===== config.mk =====
export PLATFORM = sky130hd
export DESIGN_NAME = enum_job_sequencer
export DESIGN_NICKNAME = d
export VERILOG_FILES = /design/src/rtl/enum_job_sequencer.sv
export SDC_FILE = /design/constraint.sdc
export NUM_CORES = 1
export LEC_CHECK = 0
export CAP_MARGIN = 25
export CORE_MARGIN = 10
export CORE_UTILIZATION = 40
export CTS_BUF_LIST = sky130_fd_sc_hd__clkbuf_8
export DETAILED_ROUTE_END_ITERATION = 7
export HOLD_SLACK_MARGIN = 0.03
export PLACE_DENSITY_LB_ADDON = 0.3
export SLEW_MARGIN = 20
export SYNTH_ARGS = -nofsm -noshare
export SYNTH_HDL_FRONTEND = slang
export SYNTH_SLANG_ARGS = --single-unit
export TNS_END_PERCENT = 10

===== constraint.sdc =====
create_clock -name clk -period 1.85 [get_ports clk]
set_input_delay 0.2775 -clock clk [delete_from_list [all_inputs] [get_ports clk]]
set_output_delay 0.2775 -clock clk [all_outputs]
set_load 0.01 [all_outputs]

===== src/rtl/enum_job_sequencer.sv =====
// Job controller: accepts start/len, walks IDLE -> RUNNING -> DONE, reports level and status enums.
// Optional stall input enabled by defining ENUM_JOB_STALL_EN.
module enum_job_sequencer #(
    parameter int CNT_W       = 8,
    parameter int WARN_THRESH = 200
) (
    input  logic             clk,
    input  logic             rst,
    input  logic             start_i,
    input  logic [CNT_W-1:0] len_i,
    input  logic             abort_i,
`ifdef ENUM_JOB_STALL_EN
    input  logic             stall_i,
`endif
    output logic [1:0]       state_o,
    output logic [1:0]       level_o,
    output logic [31:0]      status_o,
    output logic [CNT_W-1:0] remaining_o,
    output logic             busy_o,
    output logic             done_o
);

    typedef enum logic [1:0] {
        ST_IDLE    = 2'd0,
        ST_RUNNING = 2'd1,
        ST_DONE    = 2'd2
    } state_t;

    typedef enum logic [1:0] {
        LV_OFF  = 2'd0,
        LV_LOW  = 2'd1,
        LV_MED  = 2'd2,
        LV_HIGH = 2'd3
    } level_t;

    typedef enum int {
        STS_ERR  = -32'sd1,
        STS_OK   = 32'sd0,
        STS_WARN = 32'sd1
    } status_t;

    localparam logic [CNT_W-1:0] CNT_ZERO = {CNT_W{1'b0}};
    localparam logic [CNT_W-1:0] CNT_ONE  = {{(CNT_W-1){1'b0}}, 1'b1};

    // Level follows the two most significant bits of the remaining count.
    function automatic level_t level_of(input logic [1:0] top);
        level_t lv;
        case (top)
            2'b11:   lv = LV_HIGH;
            2'b10:   lv = LV_MED;
            default: lv = LV_LOW;
        endcase
        return lv;
    endfunction

    state_t           state_q, state_d;
    level_t           level_q, level_d;
    status_t          status_q, status_d;
    logic [CNT_W-1:0] remaining_q, remaining_d;
    logic             busy_q, busy_d;
    logic             done_q, done_d;
    logic             stall_s;
    logic             len_warn_s;

`ifdef ENUM_JOB_STALL_EN
    assign stall_s = stall_i;
`else
    assign stall_s = 1'b0;
`endif

    assign len_warn_s = (32'(len_i) >= 32'(WARN_THRESH));

    // Next-state, counter and status computation.
    always_comb begin
        state_d     = state_q;
        remaining_d = remaining_q;
        status_d    = status_q;
        case (state_q)
            ST_IDLE: begin
                if (start_i) begin
                    if (len_i == CNT_ZERO) begin
                        state_d     = ST_DONE;
                        status_d    = STS_ERR;
                        remaining_d = CNT_ZERO;
                    end else begin
                        state_d     = ST_RUNNING;
                        remaining_d = len_i;
                        status_d    = len_warn_s ? STS_WARN : STS_OK;
                    end
                end else begin
                    state_d = ST_IDLE;
                end
            end
            ST_RUNNING: begin
                // Abort takes priority over both stall and the final decrement.
                if (abort_i) begin
                    state_d     = ST_DONE;
                    status_d    = STS_ERR;
                    remaining_d = CNT_ZERO;
                end else if (stall_s) begin
                    remaining_d = remaining_q;
                end else if (remaining_q == CNT_ONE) begin
                    state_d     = ST_DONE;
                    remaining_d = CNT_ZERO;
                end else begin
                    remaining_d = remaining_q - CNT_ONE;
                end
            end
            ST_DONE: begin
                state_d = ST_IDLE;
            end
            default: begin
                state_d     = ST_IDLE;
                remaining_d = CNT_ZERO;
            end
        endcase
    end

    // Output flags are precomputed from next state so every output is a flop.
    always_comb begin
        busy_d  = (state_d == ST_RUNNING);
        done_d  = (state_d == ST_DONE);
        level_d = LV_OFF;
        if (busy_d) begin
            level_d = level_of(remaining_d[CNT_W-1 -: 2]);
        end else begin
            level_d = LV_OFF;
        end
    end

    // State and output registers with synchronous reset.
    always_ff @(posedge clk) begin
        if (rst) begin
            state_q     <= ST_IDLE;
            remaining_q <= CNT_ZERO;
            status_q    <= STS_OK;
            level_q     <= LV_OFF;
            busy_q      <= 1'b0;
            done_q      <= 1'b0;
        end else begin
            state_q     <= state_d;
            remaining_q <= remaining_d;
            status_q    <= status_d;
            level_q     <= level_d;
            busy_q      <= busy_d;
            done_q      <= done_d;
        end
    end

    assign state_o     = state_q;
    assign level_o     = level_q;
    assign status_o    = status_q;
    assign remaining_o = remaining_q;
    assign busy_o      = busy_q;
    assign done_o      = done_q;

endmodule

**Word level (Yosys, flattened, before mapping)**

Index checks and enable logic that the tools add are counted.

- Flip-flop bits (word level): 46
- Logic and storage cells: 42

- Add/sub/neg operators: 1
- $lt $le $gt $ge: 1
- Eq/ne operators: 9
- Multiplexer cells: 16
- Bitwise logic cells: 2
- Reduce and logical (&&, ||, !) cells: 6

Operators with widths:

| operator | number |
|---|---|
| $mux W32 | 3 |
| $pmux W32 S2 | 1 |
| $mux W8 | 4 |
| $pmux W8 S3 | 1 |
| $eq A2 B2 Y1 const B | 4 |
| $eq A8 B1 Y1 const B | 1 |
| $ge A8 B8 Y1 const B | 1 |
| $logic_not A8 Y1 | 1 |
| $mux W2 | 4 |
| $pmux W2 S2 | 2 |
| $sub A8 B1 Y8 const B | 1 |
| $eq A2 B1 Y1 const B | 2 |
| $ne A2 B2 Y1 const B | 2 |
| $reduce_and A3 Y1 | 1 |
| $logic_not A2 Y1 | 1 |
| $not A1 Y1 | 2 |
| $reduce_and A2 Y1 | 1 |
| $reduce_bool A2 Y1 | 1 |
| $reduce_or A2 Y1 | 1 |
| $mux W1 | 1 |

**Depth between registers and ports, before layout**

Gate-level depths: netlist (run 1).

- Depth after elaboration: 7
- Mapped depth: 7
- Mapped depth without buffers: 7

**Least setup slack after synthesis (run 1)**

OpenSTA, ideal clock, no wires.

- Path type: register to register
- Start: register remaining_q[3] (netlist: remaining_o[3])
- End: register remaining_q[3] (netlist: remaining_o[3])
- Library setup time: 0.117 ns
- Arrival: 1.612 ns
- Path slack: 0.121 ns
- Cell stages (with the launch flop): 5
- Path buffers: 0
- Clock period less this slack: 1.729 ns
- Cells stage by stage: dfxtp_1 > or3_4 > o41ai_4 > o32ai_1 > a32o_1

- Word-level cells in the longest chain between the ends: 4
- Elaborated cells between the ends (all ways): 5
- Those cells by class: 1 x add/sub; 1 x eq/ne; 3 x mux

RTL lines:

| item | RTL line | source |
|---|---|---|
| from (decl) | 59 | `logic [CNT_W-1:0] remaining_q, remaining_d;` |
| from (signal assigned) | 142 | `remaining_q <= remaining_d;` |
| $sub A8 B1 Y8 or $eq A8 B1 Y1 (tied branches) | 106, 102 |  |
| $mux W8 (*) | 102 | `end else if (remaining_q == CNT_ONE) begin` |
| $mux W8 (*) | 96 | `if (abort_i) begin` |
| $pmux W8 S3 (*) | 78 | `case (state_q)` |

Every way passes the cells marked *; elsewhere a longest branch is shown, timed or not.
A chain may end at the register's enable or synchronous reset.

**Final worst setup path (run 1)**

- Start: input port len_i[1]
- End: register level_q[1] (netlist: level_o[1])

- Word-level cells in the longest chain between the ends: 7
- Elaborated cells between the ends (all ways): 13
- Those cells by class: 3 x eq/ne; 7 x mux; 1 x bitwise; 2 x reduce/logical

RTL lines:

| item | RTL line | source |
|---|---|---|
| from (decl) | 10 | `input logic [CNT_W-1:0] len_i,` |
| $logic_not A8 Y1 (*) | 81 | `if (len_i == CNT_ZERO) begin` |
| branches (longest 6 deep; another with $mux W8) | - |  |
| to (signal assigned) | 144 | `level_q <= level_d;` |
| to (decl) | 57 | `level_t level_q, level_d;` |

Mark *: on every way between the ends. The select of a mux whose other input is x is not followed.

==> results of run 1 <==
[cell type report]
| type | count | area (um2) |
|---|---|---|
| Timing Repair Buffer | 74 | 700.7 |
| Inverter | 7 | 26.28 |
| Fill cell | 212 | 869.6 |
| Tap cell | 30 | 37.54 |
| Sequential cell | 16 | 321.6 |
| Multi-Input combinational cell | 68 | 534.3 |
| Clock buffer | 4 | 55.05 |
[metrics by stage]
stage | setup WS (ns) | setup TNS (ns) | total power, mW
6_report | 0.05430 | 0 | 1.195
2_1_floorplan | 0.1205 | 0 | 0.6947
4_1_cts | 0.03774 | 0 | 1.198
3_3_place_gp | -0.2118 | -0.6933 | 0.8791
5_1_grt | 0.008558 | 0 | 1.270
3_5_place_dp | -0.2693 | -1.008 | 0.8905
[routing by layer]
layer	GRT usage, %	routed length [um]
met2	21.57	1686
met3	4.762	247
met5	0	0
met1	13.50	1325
met4	2.954	13
[placed cells by master (no fill, tap or decap), types with 2 or more instances in the layout]
master           count
mux2_2               2
nor4_1               3
and2_1               2
nand2b_1             2
dfxtp_1             15
buf_4               17
or3_1                4
o21ai_0              3
clkbuf_8             4
a21o_1               2
nor3_1               5
nor3b_1              3
a21oi_1              4
a31oi_1              3
ha_1                 2
clkdlybuf4s50_1     56
nor2_1               5
a32o_1               2
inv_1                6
nor2b_1              4
mux2i_1              3
[flip-flops by register name (all words and copies together) (netlist names)]
register,flops
state_o,2
status_o,2
busy_o,1
done_o,1
remaining_o,8
level_o,2
[cells by family (layout without fill, tap and decap cells)]
logic type	Yosys count	count (layout)	synth area share, %
buffers and inverters	40	85	24.06
adders and majority gates	2	2	2.280
AOI/OAI and AO/OA	27	27	20.30
and+or+nand+nor	34	34	19.38
DFF	16	16	29.19
muxes	5	5	4.789
[worst paths after layout]
| kind | to | slack (ns) | cells past startpoint |
|---|---|---|---|
| setup reg to reg | remaining_o[3] | 0.12 | 7 |
| setup / recovery | level_o[1] | 0.05 | 6 |
| hold reg to reg | status_o[0] | 0.49 | 2 |
| hold / removal | remaining_o[2] | 0.47 | 3 |
[power by group]
group          internal [mW]  switching [mW]
sequential             0.376          0.0281
clock                  0.188           0.115
combinational          0.271           0.217
total                  0.835           0.360
[repair_timing]
| item | in CTS | in global routing |
|---|---|---|
| cloned | 0 | 0 |
| gates resized for setup | 1 | 4 |
| setup buffers | 0 | 2 |
| endpoints found under the setup margin | 1 | 3 |
| pin swaps | 1 | 4 |
[critical path, cell delays in order]
cell,delay [ns]
clkdlybuf4s50_1,0.43
or4_4,0.55
o311ai_4,0.28
a21o_1,0.21
inv_2,0.04
and2_1,0.14
==> run metrics, run 1 <==
Syn Inst Count 124; MaxCap Viol Count 0; crit share post-route 97.06%; Peak supply drop 576.9 uV; non-filler cells, final 199; clock sink count 16; crit path DAT 1.94 ns; DRT iter0 DRCs 34; RSZ-0062 raised after global routing no; startpoint types input port; placed cell areas 1580 um2; final instance area 1675 um2; Worst-Margin Slew 0.3961 ns; Synth Warn # 0; first-pass GRT wire length 5.326 mm; post-DR wirelength/cell 16.45 um; Leakage Power 0.6683 nW; ant diodes 0; worst endpoint required time 1.99 ns; worst hold path startpoint len_i[2]; clk slew on worst S/H paths 0.06 ns; main area contributors after synthesis dfxtp_1, buf_4, mux2i_1; vias in the first global route 1,053; via count 1,007; crit path max fanout 3; CTS max path bufs 2; Die H 72.38 um; Syn Area/Cell 8.849 um2; TritonCTS Buffers 3; Net count, final 184; Worst Skew 0.002041 ns; drt first pass iters 4; CORE AREA 2545 um2; status finished clean; area grow syn2layout 52.68%; top post-synthesis cells by count buf_4, dfxtp_1, inv_1; effective utilization at floorplan 43.12%; Cell Area, Synth 1097 um2; final setup violation count 0; Post-synth EDFFs 0; post-route core utilization 65.83%; fin. max-slew vios 0; Max Freq 556.9 MHz; post-DP HPWL 2.641 mm; most common cell in the synthesized netlist buf_4; Synth area leader dfxtp_1; cell row count 18; initial antenna violation count 0; final antenna-violating net count 0; launching point of the worst reg2reg path remaining_o[1]; vias per cell 5.060; H-tree levels 1; CP Launch Point len_i[1]; predominant post-synthesis flop cell dfxtp_1; placer congestion estimate 0.8760; number of placed I/O pins 58; async set-reset flop share out of synthesis 0%; Rel. slew slack 73.51%; Post-Route WL 3.273 mm; worst min path class in2reg; pwr/cell area 713.5 nW/um2; area share of the largest cell type after synthesis 29.19%; worst hold slack 0.4680 ns; Tot GR Track Use 12.27%; die area 5238 um2; Distinct cells, synth 40; PortBufs 57; gr ovfl total 0; Setup CP Type in2reg; register area share after synthesis 29.19%; fin crit period 1.796 ns; dpl cells 193; final number of hold-violating endpoints 0; largest net degree at the start of global routing 32; kind of end point of the critical path flip-flop; CTS tree done; Post-route DRC 0; register bit count reported by yosys 16; share of layout cells above drive strength 1 18.93%; # hold bufs at CTS 0; Clk Latency, worst-skew pair 0.24 ns; clock root buffer master clkbuf_8; syn_nets 138; die width 72.38 um
Note: power is estimated with default switching activity, not from simulation.
==> run 2, diff against run 1 <==
CORE_UTILIZATION = 30   (was 40)
==> run metrics, run 2 (synthesized netlist as in run 1, its figures left out) <==
placer congestion estimate 0.7711; hold path endpoint status_o[0]; first-pass GRT wire length 5.030 mm; Leakage Power 0.6570 nW; crit share post-route 95.89%; CP Launch Point len_i[0]; final number of hold-violating endpoints 0; Setup CP Type in2reg; kind of end point of the critical path flip-flop; fin crit period 1.774 ns; R2R depth 5; area grow syn2layout 53.59%; Reg area 320.3 um2; post-DP HPWL 2.722 mm; Clk pwr share 26.0%; vias in the first global route 979; Net count, final 185; Post-Route WL 3.326 mm; worst reg-to-reg setup slack 0.14 ns; dpl cells 211; initial antenna violation count 0; RSZ-0062 raised after global routing yes; TritonCTS Buffers 3; placed cell areas 1615 um2; Worst Skew 0.002823 ns; number of placed I/O pins 58; ant diodes 0; via count 979; PnR worst setup slack 0.07612 ns; most common cell after layout, fill and taps aside clkdlybuf4s50_1; crit path DAT 1.92 ns; # fillers 329; worst endpoint required time 2.00 ns; most used routing layer met2; gr ovfl total 0; CORE AREA 3442 um2; Clk Latency, worst-skew pair 0.25 ns; non-filler cells, final 216; met1 Track Usage GR 10.84%; Comb pwr share 40.6%; die area 6477 um2; worst hold path startpoint status_o[0]; CTS tree done; Die H 80.48 um; share of layout cells above drive strength 1 18.24%; clk slew on worst S/H paths 0.07 ns; sw frac 30.47%; R2R Path End remaining_o[6]; startpoint types input port; launching point of the worst reg2reg path remaining_o[3]; crit path max fanout 3; final setup violation count 0; Post-route DRC 0; Tot GR Track Use 9.643%; GR Layer Usage met3 4.009%; die width 80.48 um; M2 GR Usage 16.72%; largest net degree at the start of global routing 32; Rel. slew slack 77.93%; H-tree levels 1; hold path depth 2; Max Freq 563.7 MHz; commonest cells after routing, fill and taps aside clkdlybuf4s50_1, buf_4, dfxtp_1, inv_1; Sw Pwr 0.3674 mW; Internal Pwr Total 0.8383 mW; clock root buffer master clkbuf_8; pwr/cell area 715.4 nW/um2; final antenna-violating net count 0; fin. max-slew vios 0; Worst-Margin Slew 0.3301 ns; MaxCap Viol Count 0; Peak supply drop 367.0 uV; post-DR wirelength/cell 15.40 um; DRT iter0 DRCs 57; status finished clean; Flop pwr share 33.4%; max reg flops 8; drt first pass iters 4; PortBufs 57; worst min path class reg2reg; Multi-input gate area 520.5 um2; final instance area 1685 um2; clock sink count 16; # hold bufs at CTS 0; effective utilization at floorplan 31.88%; cell row count 21; pre-CTS setup slack -0.2126 ns; CTS max path bufs 2; vias per cell 4.532
==> run 2: power by group through the flow <==
stage	clock [mW]	sequential (mW)	combinational (mW)
2_1_floorplan	0	0.436	0.259
3_3_place_gp	0	0.409	0.485
3_5_place_dp	0	0.411	0.490
4_1_cts	0.317	0.403	0.492
5_1_grt	0.330	0.409	0.525
6_report	0.314	0.402	0.489
==> run 2: routing by layer <==
layer | part of all wire, % | wire length, um
met3 | 7.4 | 247
met5 | 0 | 0
met1 | 40 | 1339
met4 | 0.48 | 16
met2 | 52 | 1723
==> run 2: what timing repair did <==
action,4_1_cts,5_1_grt
endpoints found under the setup margin,0,5
gates resized for setup,0,2
buffers inserted,0,1
==> run 2: worst max-delay path by stage <==
| stage | slack [ns] | depth (start not counted) | to |
|---|---|---|---|
| CTS | 0.04 | 6 | level_o[1] |
| detailed placement | -0.21 | 6 | level_o[1] |
| finish | 0.08 | 6 | level_o[1] |
| global placement | -0.22 | 6 | level_o[1] |
| floorplan | 0.12 | 4 | remaining_o[3] |
| global route | -0.01 | 6 | level_o[1] |
==> run 2: area by class of cell <==
type | count | area share, %
clock buffers | 4 | 3.267
inverters | 7 | 1.559
multi-input cells | 68 | 30.88
flip-flops and latches | 16 | 19.01
well taps | 46 | 3.415
repair buffers | 75 | 41.87
==> run 2: stage by stage <==
step                util, %  setup TNS [ns]  power, mW  hold slack (ns)
floorplan                 -               0     0.6947           0.4654
global placement      46.93         -0.7473     0.8942           0.4949
detailed placement    46.93         -0.7077     0.9005           0.4791
CTS                   48.53               0      1.212           0.4975
global route          48.96        -0.01113      1.264           0.5422
finish                48.96               0      1.206           0.5013
==> run 2: worst max-delay path, stage by stage <==
cell	delay (ns)
clkdlybuf4s50_1	0.41
or4_1	0.57
o311ai_2	0.27
a21o_1	0.21
inv_2	0.04
and2_1	0.14
==> run 3, diff against run 2 <==
CORE_UTILIZATION = 40   (was 30)
==> results of run 3 <==
Final layout, timing and power as in run 1 (identical DEF).
